**src/rtl/text_console_writer.sv**
```systemverilog
// Text-mode console writer: turns an ASCII byte stream into char/attr writes
// for the text RAM. The optional TAB handling is enabled with TEXT_CONSOLE_TAB_EN.
module text_console_writer #(
    parameter int unsigned COLS       = 80,
    parameter int unsigned ROWS       = 30,
    parameter int unsigned COL_W      = 7,
    parameter int unsigned ROW_W      = 5,
    parameter int unsigned ADDR_W     = 12,
    parameter logic [7:0]  RESET_ATTR = 8'h0F
) (
    input  logic              clk,
    input  logic              rst,
    input  logic              in_valid,
    input  logic [7:0]        in_data,
    output logic              in_ready,
    input  logic              attr_we,
    input  logic [7:0]        attr_in,
    output logic              ram_we,
    output logic [ADDR_W-1:0] ram_addr,
    output logic [7:0]        ram_char,
    output logic [7:0]        ram_attr,
    output logic [COL_W-1:0]  cursor_col,
    output logic [ROW_W-1:0]  cursor_row
);

    typedef enum logic [1:0] {
        IDLE      = 2'd0,
        CLEAR_ROW = 2'd1,
        CLEAR_ALL = 2'd2
    } state_t;

    state_t              state_q, state_d;
    logic [COL_W-1:0]    col_q, col_d;
    logic [ROW_W-1:0]    row_q, row_d;
    logic [7:0]          attr_q, attr_d;
    logic                in_ready_q, in_ready_d;
    logic                ram_we_q, ram_we_d;
    logic [ADDR_W-1:0]   ram_addr_q, ram_addr_d;
    logic [7:0]          ram_char_q, ram_char_d;
    logic [7:0]          ram_attr_q, ram_attr_d;
    logic [ADDR_W-1:0]   fill_q, fill_d;
    logic [ADDR_W-1:0]   cnt_q, cnt_d;

    logic [ADDR_W-1:0]   cur_addr;
    logic                newline;

    assign cur_addr = ADDR_W'(row_q) * ADDR_W'(COLS) + ADDR_W'(col_q);

`ifdef TEXT_CONSOLE_TAB_EN
    logic [COL_W:0] tab_col;
    assign tab_col = (COL_W+1)'({col_q[COL_W-1:3], 3'b000}) + (COL_W+1)'(8);
`endif

    always_ff @(posedge clk) begin
        if (rst) begin
            state_q    <= IDLE;
            col_q      <= '0;
            row_q      <= '0;
            attr_q     <= RESET_ATTR;
            in_ready_q <= 1'b1;
            ram_we_q   <= 1'b0;
            ram_addr_q <= '0;
            ram_char_q <= '0;
            ram_attr_q <= '0;
            fill_q     <= '0;
            cnt_q      <= '0;
        end else begin
            state_q    <= state_d;
            col_q      <= col_d;
            row_q      <= row_d;
            attr_q     <= attr_d;
            in_ready_q <= in_ready_d;
            ram_we_q   <= ram_we_d;
            ram_addr_q <= ram_addr_d;
            ram_char_q <= ram_char_d;
            ram_attr_q <= ram_attr_d;
            fill_q     <= fill_d;
            cnt_q      <= cnt_d;
        end
    end

    // Byte decode, cursor movement and clear sequencing
    always_comb begin
        state_d    = state_q;
        col_d      = col_q;
        row_d      = row_q;
        attr_d     = attr_we ? attr_in : attr_q;
        ram_we_d   = 1'b0;
        ram_addr_d = ram_addr_q;
        ram_char_d = ram_char_q;
        ram_attr_d = ram_attr_q;
        fill_d     = fill_q;
        cnt_d      = cnt_q;
        newline    = 1'b0;

        case (state_q)
            IDLE: begin
                if (in_valid && in_ready_q) begin
                    if (in_data >= 8'h20 && in_data <= 8'h7E) begin
                        ram_we_d   = 1'b1;
                        ram_addr_d = cur_addr;
                        ram_char_d = in_data;
                        ram_attr_d = attr_d;
                        if (col_q == COL_W'(COLS - 1)) newline = 1'b1;
                        else                           col_d = col_q + COL_W'(1);
                    end else begin
                        case (in_data)
                            8'h0D: col_d = '0;
                            8'h0A: newline = 1'b1;
                            8'h08: if (col_q != '0) col_d = col_q - COL_W'(1);
                            8'h0C: begin
                                col_d   = '0;
                                row_d   = '0;
                                state_d = CLEAR_ALL;
                                fill_d  = '0;
                                cnt_d   = ADDR_W'(COLS * ROWS - 1);
                            end
`ifdef TEXT_CONSOLE_TAB_EN
                            8'h09: begin
                                if (tab_col >= (COL_W+1)'(COLS)) newline = 1'b1;
                                else                             col_d = COL_W'(tab_col);
                            end
`endif
                            default: ;
                        endcase
                    end

                    // Newline: wrapping off the last row clears the row we land on
                    if (newline) begin
                        col_d = '0;
                        if (row_q == ROW_W'(ROWS - 1)) begin
                            row_d   = '0;
                            state_d = CLEAR_ROW;
                            fill_d  = ADDR_W'(row_d) * ADDR_W'(COLS);
                            cnt_d   = ADDR_W'(COLS - 1);
                        end else begin
                            row_d = row_q + ROW_W'(1);
                        end
                    end
                end
            end
            CLEAR_ROW, CLEAR_ALL: begin
                ram_we_d   = 1'b1;
                ram_addr_d = fill_q;
                ram_char_d = 8'h20;
                ram_attr_d = attr_d;
                fill_d     = fill_q + ADDR_W'(1);
                cnt_d      = cnt_q - ADDR_W'(1);
                if (cnt_q == '0) state_d = IDLE;
            end
            default: state_d = IDLE;
        endcase

        in_ready_d = (state_d == IDLE);
    end

    assign in_ready   = in_ready_q;
    assign ram_we     = ram_we_q;
    assign ram_addr   = ram_addr_q;
    assign ram_char   = ram_char_q;
    assign ram_attr   = ram_attr_q;
    assign cursor_col = col_q;
    assign cursor_row = row_q;

endmodule

```
**config.mk**
```make
export PLATFORM = sky130hd
export DESIGN_NAME = text_console_writer
export DESIGN_NICKNAME = d
export VERILOG_FILES = /design/src/rtl/text_console_writer.sv
export SDC_FILE = /design/constraint.sdc
export NUM_CORES = 1
export LEC_CHECK = 0
export ABC_CLOCK_PERIOD_IN_PS = 4050
export CORE_MARGIN = 10
export CORE_UTILIZATION = 47
export CTS_BUF_LIST = sky130_fd_sc_hd__clkbuf_4
export CTS_CLUSTER_DIAMETER = 30
export DETAILED_ROUTE_END_ITERATION = 12
export PLACE_DENSITY = 0.71
export SETUP_SLACK_MARGIN = 0.5
export SLEW_MARGIN = 30
export SYNTH_ARGS = -nofsm -noshare
export SYNTH_HDL_FRONTEND = slang
export SYNTH_SLANG_ARGS = --single-unit
```
**constraint.sdc**
```tcl
create_clock -name clk -period 4.05 [get_ports clk]
set_input_delay 0.81 -clock clk [delete_from_list [all_inputs] [get_ports clk]]
set_output_delay 0.81 -clock clk [all_outputs]
set_load 0.01 [all_outputs]
```
==> impl_metrics.tcl, run 1 <==
set metrics [dict create \
    status "finished, final reports clean" \
    dr.pass1.iters 5 \
    n_antenna_cell 0 \
    grt_max_degree 36 \
    yosysTopAreaCell "dfxtp_1" \
    critical_path.top_delay_family "simple AND/OR/NAND/NOR gates" \
    detail_route.vias_per_cell 5.588 \
    internal_power_mw 1.001 \
    fillCellCount 770 \
    cts_num_sinks 76 \
    r2r_end "ram_addr[9]$_SDFFE_PP0P_" \
    start_util 0.4832 \
    synth_top_area_share 0.3813 \
    maxCapViolations 0 \
    grt_usage 0.1638 \
    synth_area_leaders "dfxtp_1 (38%), nor2_1 (6.9%), ha_1 (5.6%), xor2_1 (4.0%), mux2i_1 (3.8%)" \
    htreeDepth 3 \
    cp_max_fo 13 \
    grt_setup_unrepaired "false" \
    crit_end "fill_q[8]$_SDFFE_PP0P_" \
    synth_ff_type "dfxtp_1" \
    routed.top_layer "met4" \
    powerDensity_nw_per_um2 285.9 \
    cts-resized-gates 0 \
    cellLeakagePower_nw 1.781 \
    yosys_warnings 0 \
    grt_pass1_wl_um 17510 \
    wl_met2_um 5076 \
    ys_seq_elements 76 \
    cp-end-kind "flip-flop" \
    ys_types 62 \
    crit_path_start_kind "input pin" \
    setup_viol 0 \
    reg2regPathDepth 8 \
    required_ps 4340 \
    r2r-start "cursor_row[1]$_SDFFE_PP0P_" \
    hold_depth 2 \
    dp_slack_ps 793.6 \
    synth_edf_count 0 \
    period_needed_ps 2837 \
    worst-r2r-setup-slack_ps 1540 \
    p_sw_uw 377.1 \
    syn_nets 505 \
    vias 3543 \
    fin_total_pwr_mw 1.378 \
    die_area_um2 12580 \
    max-vdd-ir-drop_v 0.0001381 \
    hold_violations 0 \
    cts_made_buffers 9 \
    wl_met1_um 4540 \
    max_freq_mhz 352.4 \
    ioPinCount 62 \
    clockRootBuffer "clkbuf_4" \
    area_delta_synth_final_pct 20.82 \
    fp.dieW_um 112.1 \
    seqCellArea_um2 1521 \
    drive_gt1_frac 0.08507 \
    relSlewSlack 0.4475 \
    clkPwrFrac 0.273 \
    path_buf_inv 1 \
    drc 0 \
    place_congestion 0.9003 \
    worst_slew_pin_slew_ps 822.4 \
    netlist_instances 465 \
    pwr-share-comb 0.151 \
    critPathLaunch "in_data[5]" \
    antenna_found_initial 0 \
    crit_slowest_cell "or4_4" \
    multi_input_area_um2 2328 \
    p_seq_frac 0.576 \
    cts.path.max_buffers 2 \
    yosysSeqAreaShare 0.3813 \
    post-route-period-util 0.7006 \
    switching_share 0.2736 \
    final_area_um2 4821 \
    port_buffers 61 \
    num_rows 33 \
    slowest_delay_ps 590 \
    avgSynthCellArea_um2 8.581 \
    cts.reportedPaths.clkPinSlew_ps 110 \
    cts_tree "yes" \
    hold_class "flip-flop to flip-flop" \
    cpMostUsedCell "or4_4" \
    nets 566 \
    grt_overflow 0 \
    wl_met3_um 677 \
    ant_nets 0 \
    core_um2 8258 \
    finalWirelength_um 10430 \
    place_hpwl_um 8080 \
    clk_latency_ps 410 \
    critPathKind "input pin to flip-flop" \
    die_h_um 112.1 \
    syn-cell-area_um2 3990 \
    grt_pass1_vias 3488 \
    crit_path_cell_trace "clkdlybuf4s50_1 > or4_4 > or4_4 > a21oi_4 > o211ai_2 > nand2b_2 > nor2_1" \
    synthArstFlopShare 0 \
    layout_setup_ws_ps 1213 \
    fin_skew_ps 13.60 \
    arrival_ps 3130 \
    cts_setup_buffers 0 \
    finalSetupTns_ps 0 \
    wl_per_cell_um 16.46 \
    worstSetupPathDepth 7 \
    slew_violations 0 \
    drt_iter0_markers 121 \
    hold_buffers 0 \
    dpl-instance-area_um2 4722 \
]
==> worst min-delay path, cell delays in order, from the launching register on <==
cell,delay [ps]
dfxtp_1,330
nand2_1,50
a21oi_1,50
==> per-stage QoR <==
stage / utilization / hold slack [ps] / std cells
2_1_floorplan: - / 442.7 / 465
3_3_place_gp: 0.5709 / 441.9 / 620
3_5_place_dp: 0.5718 / 448.8 / 620
4_1_cts: 0.5838 / 465.5 / 634
5_1_grt: 0.5838 / 488.6 / 634
6_report: 0.5838 / 462.5 / 634
==> cells in the final DEF, fill, tap and decap left out, drive strengths merged, types with 3 or more instances in the layout <==
master         instances
a211oi                19
a21o                   4
a21oi                 23
a221oi                 3
a22oi                 10
and2                   3
and3                   4
buf                    9
clkbuf                11
clkdlybuf4s50         60
dfxtp                 76
ha                    18
inv                   20
mux2i                 15
nand2                 34
nand2b                 8
nand3                  9
nand4                 10
nor2                  74
nor2b                  5
nor3                  13
nor3b                  6
nor4                   3
o211ai                 7
o21ai                 14
o22ai                  3
or2                    3
or3                    3
or4                    3
xnor2                  8
xor2                  18
==> power groups by stage <==
stage,clock network [mW],logic [mW],registers (mW)
floorplan,0,0.113,0.811
global placement,0,0.205,0.810
detailed placement,0,0.208,0.810
CTS,0.389,0.209,0.793
global route,0.419,0.229,0.797
finish,0.377,0.208,0.794
==> worst min path at each step <==
stage	slack, ps	from	to
detailed placement	450	ram_addr[9]$_SDFFE_PP0P_	ram_addr[9]$_SDFFE_PP0P_
global placement	440	ram_addr[10]$_SDFFE_PP0P_	ram_addr[10]$_SDFFE_PP0P_
CTS	470	ram_addr[9]$_SDFFE_PP0P_	ram_addr[9]$_SDFFE_PP0P_
finish	460	ram_addr[10]$_SDFFE_PP0P_	ram_addr[10]$_SDFFE_PP0P_
global route	490	ram_addr[10]$_SDFFE_PP0P_	ram_addr[10]$_SDFFE_PP0P_
floorplan	440	attr_q[0]$_SDFF_PP1_	attr_q[0]$_SDFF_PP1_
==> registers in the layout, summed over array words and instances, names as in the netlist, 2 cells and up <==
signal,flops
ram_attr,8
attr_q,8
cnt_q,12
cursor_row,5
cursor_col,7
fill_q,12
ram_char,8
ram_addr,12
state_q,2
==> metal layers <==
layer,global-route usage,up-vias
li1,-,1785
met1,0.1982,1655
met2,0.2731,90
met3,0.04952,13
met4,0.04822,0
met5,0,-
==> cell type report <==
class	count	area share
clock buffers	11	0.01713
clock inverters	3	0.003374
inverters	20	0.01557
multi-input cells	350	0.4830
flip-flops and latches	76	0.3156
well taps	105	0.02725
repair buffers	69	0.1381
==> logic make-up (layout without fill, tap and decap cells) <==
group | Yosys count | after routing | share of synthesized area
AND/OR/NAND/NOR | 187 | 187 | 0.2321
multiplexers | 15 | 15 | 0.03763
flip-flops | 76 | 76 | 0.3813
buffers and inverters | 39 | 103 | 0.03857
XOR/XNOR | 26 | 26 | 0.05707
AO/OA/AOI/OAI | 102 | 102 | 0.1869
adder cells (fa/ha/maj) | 20 | 20 | 0.06648
==> synth_stat cells, types with 10 or more instances <==
cell type / count
inv_1: 20
clkbuf_1: 18
nand2_1: 34
mux2i_1: 15
nand4_1: 10
nor2_1: 73
a211oi_1: 19
a21oi_1: 21
ha_1: 18
o21ai_0: 13
nor3_1: 12
dfxtp_1: 76
a22oi_1: 10
xor2_1: 18
(Power assumes the default switching activity.)
==> run 2: changes to the inputs <==
- ABC_CLOCK_PERIOD_IN_PS: 4050 -> 2550
- PLACE_DENSITY: 0.71 -> 0.74
- clock period: 4.05 -> 2.55 ns (I/O delays scaled with it)
==> run 2 against run 1 <==
Net effect: cell count is 8.0% higher; non-clock buffer count up 47; die area did not move; total power increased by 85%; utilization rose by 8.3 points; critical path type is now flip-flop to flip-flop; largest power group unchanged; highest routed layer unchanged.
==> impl_metrics.tcl, run 2 (same netlist as run 1, synthesis figures left out) <==
set metrics [dict create \
    status "finished, final reports clean" \
    clockRootBuffer "clkbuf_4" \
    crit_path_start_kind "flip-flop" \
    core_um2 8258 \
    cp-end-kind "flip-flop" \
    placed_cells 645 \
    dr.pass1.iters 4 \
    r2r-start "state_q[0]$_SDFF_PP0_" \
    period_needed_ps 2032 \
    drc 0 \
    crit_slowest_cell "dfxtp_1" \
    slowest_delay_ps 390 \
    hold_violations 0 \
    htreeDepth 3 \
    port_buffers 61 \
    crit_path_cell_trace "inv_1 > ha_1 > clkinvlp_4 > buf_4 > o22ai_4 > buf_8 > clkbuf_4 > buf_4 > a211oi_1" \
    seqCellArea_um2 1545 \
    clk_latency_ps 450 \
    ioPinCount 62 \
    finalWirelength_um 11820 \
    hold_class "input pin to flip-flop" \
    fp.dieW_um 112.1 \
    slew_violations 0 \
    vias 3858 \
    grt_overflow 0 \
    nets 615 \
    hold_depth 3 \
    max-vdd-ir-drop_v 0.0002385 \
    num_rows 33 \
    cpMostUsedCell "buf_4" \
    worst_slew_pin_slew_ps 625.6 \
    grt_usage 0.1747 \
    relSlewSlack 0.5829 \
    drive_gt1_frac 0.2397 \
    post-route-period-util 0.7968 \
    critPathKind "flip-flop to flip-flop" \
    layout_setup_ws_ps 518.2 \
    critical_path.top_delay_family "buffers and inverters" \
    dp_slack_ps -274.8 \
    drt_iter0_markers 171 \
    cts_num_sinks 76 \
    place_congestion 0.8994 \
    reg2regPathDepth 9 \
    area_delta_synth_final_pct 38.01 \
    fin_skew_ps 22.66 \
    cts_tree "yes" \
    cts.reportedPaths.clkPinSlew_ps 150 \
    max_freq_mhz 492.2 \
    cellLeakagePower_nw 2.186 \
    grt_pass1_vias 3769 \
    whs_ps 355.5 \
    fin_cells 685 \
    arrival_ps 2380 \
    final_cell_mix "nor2_1 (71), dfxtp_1 (67), buf_4 (53), clkdlybuf4s50_1 (46), nand2_1 (33)" \
    wl_per_cell_um 17.25 \
    cp_max_fo 8 \
    cts.path.max_buffers 2 \
    n_antenna_cell 0 \
    grt_setup_unrepaired "true" \
    r2r_end "ram_attr[4]$_SDFFE_PP0P_" \
    antenna_found_initial 0 \
    final_common_cell "nor2_1" \
    detail_route.vias_per_cell 5.632 \
    multi_input_area_um2 2564 \
    path_buf_inv 6 \
    ant_nets 0 \
    cts_made_buffers 9 \
    grt_pass1_wl_um 18440 \
    worst_hold_path.endpoint "ram_char[0]$_SDFFE_PP0P_" \
    place_hpwl_um 8204 \
    die_h_um 112.1 \
    maxCapViolations 0 \
    die_area_um2 12580 \
    start_util 0.4832 \
    setup_viol 0 \
    powerDensity_nw_per_um2 462.0 \
    grt_max_degree 32 \
    fillCellCount 661 \
    hold_start "in_data[0]" \
    required_ps 2890 \
    worst-r2r-setup-slack_ps 520 \
]
## run 2: cell count changes in the layout (fill, tap and decap cells not counted), sizes merged
cell | before | now
buf | 9 | 58
clkdlybuf4s50 | 60 | 46
dlygate4sd2 | 0 | 5
dlymetal6s2s | 0 | 4
inv | 20 | 23
bufinv | 0 | 2
clkdlybuf4s15 | 0 | 2
clkinv | 2 | 0
clkbuf | 11 | 10
clkinvlp | 1 | 2
nand2b | 8 | 9
nor2 | 74 | 75
## run 2: how the worst max path moves through the flow
stage / cells after the start / endpoint / from
5_1_grt: 7 / cnt_q[2]$_SDFFE_PP0P_ / in_data[6]
3_5_place_dp: 7 / cnt_q[5]$_SDFFE_PP0P_ / in_data[0]
4_1_cts: 9 / cnt_q[6]$_SDFFE_PP0P_ / state_q[1]$_SDFF_PP0_
2_1_floorplan: 7 / fill_q[9]$_SDFFE_PP0P_ / in_data[5]
6_report: 9 / ram_attr[4]$_SDFFE_PP0P_ / state_q[0]$_SDFF_PP0_
3_3_place_gp: 7 / fill_q[8]$_SDFFE_PP0P_ / in_data[0]
## run 2: through the flow
step	power [mW]	setup TNS, ps	utilization	cell area, µm²
after floorplan	1.468	0	-	4000
after global placement	1.636	-4949	0.5948	4912
after detailed placement	1.642	-6050	0.5948	4912
after CTS	2.532	0	0.6403	5288
after global routing	2.638	0	0.6668	5507
final	2.544	0	0.6668	5507
## run 2: layout make-up
cell class | count | share of cell area
multi-input cells | 352 | 0.4656
flip-flops and latches | 76 | 0.2806
repair buffers | 116 | 0.1843
well taps | 105 | 0.02386
clock inverters | 7 | 0.01909
inverters | 20 | 0.01431
clock buffers | 9 | 0.01227
## run 2: worst register-to-register path: stages, from the launching register on
cell	delay, ps
dfxtp_1	390
inv_1	80
ha_1	350
clkinvlp_4	140
buf_4	160
o22ai_4	300
buf_8	160
clkbuf_4	180
buf_4	130
a211oi_1	60
## run 2: power breakdown
group,internal [mW],switching [mW]
Sequential,1.22,0.0261
Clock,0.414,0.489
Combinational,0.192,0.202
Total,1.83,0.716
## run 2: per-layer routing
metal | wire length, µm | part of all wire | GRT usage | vias up
met5 | 0 | 0 | 0 | -
met4 | 224 | 0.019 | 0.07530 | 0
met3 | 790 | 0.067 | 0.03994 | 18
met2 | 5975 | 0.51 | 0.3059 | 115
met1 | 4829 | 0.41 | 0.1985 | 1847
li1 | - | - | - | 1878
## run 2: timing repair
item	in CTS	in global routing
hold buffers	0	0
endpoints found under the setup margin	57	50
resized for setup	58	25
pin swaps	20	15
cloned	1	1
buffers inserted	9	13
==> run 3: changes to the inputs <==
- ABC_CLOCK_PERIOD_IN_PS: 2550 -> 2000
- PLACE_DENSITY: 0.74 -> 0.71
- clock period: 2.55 -> 2 ns (I/O delays scaled with it)
==> run 3 against run 2 <==
Net effect: the flow now finishes with violations (negative setup slack); combinational power up 100%; highest routed layer unchanged; first-iteration DRC count is 77% higher; wire length increased by 41%.
==> impl_metrics.tcl, run 3 (same netlist as run 1, synthesis figures left out) <==
set metrics [dict create \
    cellLeakagePower_nw 2.770 \
    post-route-period-util 1.103 \
    drt_iter0_markers 302 \
    arrival_ps 2600 \
    grt_pass1_vias 4220 \
    maxCapViolations 0 \
    max_freq_mhz 453.5 \
    grt_setup_unrepaired "true" \
    grt_overflow 0 \
    fin_cells 763 \
    final_common_cell "buf_4" \
    dr.pass1.iters 6 \
    crit_path_start_kind "flip-flop" \
    num_rows 33 \
    nets 693 \
    drive_gt1_frac 0.5334 \
    max-vdd-ir-drop_v 0.0002640 \
    ant_nets 0 \
    whs_ps 289.9 \
    relSlewSlack 0.6846 \
    start_util 0.4832 \
    clk_latency_ps 450 \
    cts_made_buffers 9 \
    cts.path.max_buffers 2 \
    die_h_um 112.1 \
    cts_tree "yes" \
    slowest_delay_ps 430 \
    place_congestion 0.8951 \
    fillCellCount 413 \
    required_ps 2400 \
    cpMostUsedCell "o21ai_1" \
    worst-r2r-setup-slack_ps -210 \
    vias 4583 \
    place_hpwl_um 8872 \
    crit_slowest_cell "fa_1" \
    cp_max_fo 2 \
    setup_viol 9 \
    hold_class "input pin to flip-flop" \
    die_area_um2 12580 \
    wl_per_cell_um 21.82 \
    placed_cells 685 \
    hold_buffers 0 \
    hold_violations 0 \
    finalWirelength_um 16650 \
    violations "negative setup slack" \
    period_needed_ps 2205 \
    critPathKind "flip-flop to flip-flop" \
    final_core_util 0.8397 \
    area_delta_synth_final_pct 73.78 \
    grt_pass1_wl_um 22100 \
    clockRootBuffer "clkbuf_4" \
    cts.reportedPaths.clkPinSlew_ps 160 \
    ioPinCount 62 \
    grt_max_degree 35 \
    n_antenna_cell 0 \
    grt_usage 0.2102 \
    final_cell_mix "buf_4 (70), buf_6 (62), nor2_1 (46), dfxtp_1 (45), nand2_1 (30)" \
    status "finished with violations" \
    antenna_found_initial 0 \
    slew_violations 0 \
    core_um2 8258 \
    detail_route.vias_per_cell 6.007 \
    cp-end-kind "flip-flop" \
    powerDensity_nw_per_um2 485.0 \
    fp.dieW_um 112.1 \
    cts_num_sinks 76 \
    layout_setup_ws_ps -205.2 \
    critical_path.top_delay_family "adder cells" \
    port_buffers 61 \
    path_buf_inv 2 \
    fin_total_pwr_mw 3.363 \
    dp_slack_ps -711.4 \
    fin_skew_ps 15.75 \
    htreeDepth 3 \
    crit_path_cell_trace "buf_6 > ha_1 > inv_1 > fa_1 > nor2b_1 > o21ai_1 > xnor2_1 > o211ai_1 > o21ai_1 > nor2_1" \
    worst_slew_pin_slew_ps 467.1 \
    drc 0 \
]
run 3: what timing repair did:
item                       in CTS  in global routing
setup endpoints to repair     110                101
pin swaps                      66                 48
gates cloned                    4                  2
gates resized for setup       253                136
buffers inserted               29                 27
run 3: stage by stage:
step	cell area (µm²)	TNS, ps
floorplan	4230	-2177
detailed placement	5423	-34250
CTS	6356	-19.01
global route	6934	-1521
finish	6934	-763.7
global placement	5423	-31310
run 3: path summary, 6_finish.rpt:
path	start	end	depth (start not counted)
setup / recovery	cursor_row[0]$_SDFFE_PP0P_	ram_addr[8]$_SDFFE_PP0P_	10
hold / removal	in_data[1]	ram_char[1]$_SDFFE_PP0P_	3
setup reg to reg	cursor_row[0]$_SDFFE_PP0P_	ram_addr[8]$_SDFFE_PP0P_	10
hold reg to reg	ram_addr[5]$_SDFFE_PP0P_	ram_addr[5]$_SDFFE_PP0P_	2
run 3: tightest hold or removal path, cell delays in order:
cell and delay [ps]:
clkbuf_2 140, a22oi_2 70, nor2_1 100
run 3: layer usage:
metal	part of all wire	global-route usage	vias to the layer above
met5	0	0	-
met4	0.049	0.08376	0
li1	-	-	2042
met2	0.49	0.3565	237
met3	0.074	0.03674	79
met1	0.38	0.2576	2225
run 3: power by group:
group          switching (mW)  leakage [nW]  internal [mW]
clock                   0.677        0.0710          0.286
combinational           0.396          2.07          0.403
sequential             0.0399         0.633           1.56
run 3: cell type report:
| type | instances | area, µm² | share of cell area |
|---|---|---|---|
| clock buffers | 9 | 67.56 | 0.009744 |
| clock inverters | 7 | 65.06 | 0.009383 |
| inverters | 20 | 87.58 | 0.01263 |
| multi-input cells | 351 | 3060 | 0.4414 |
| flip-flops and latches | 76 | 1578 | 0.2275 |
| well taps | 105 | 131.4 | 0.01895 |
| repair buffers | 195 | 1944 | 0.2804 |
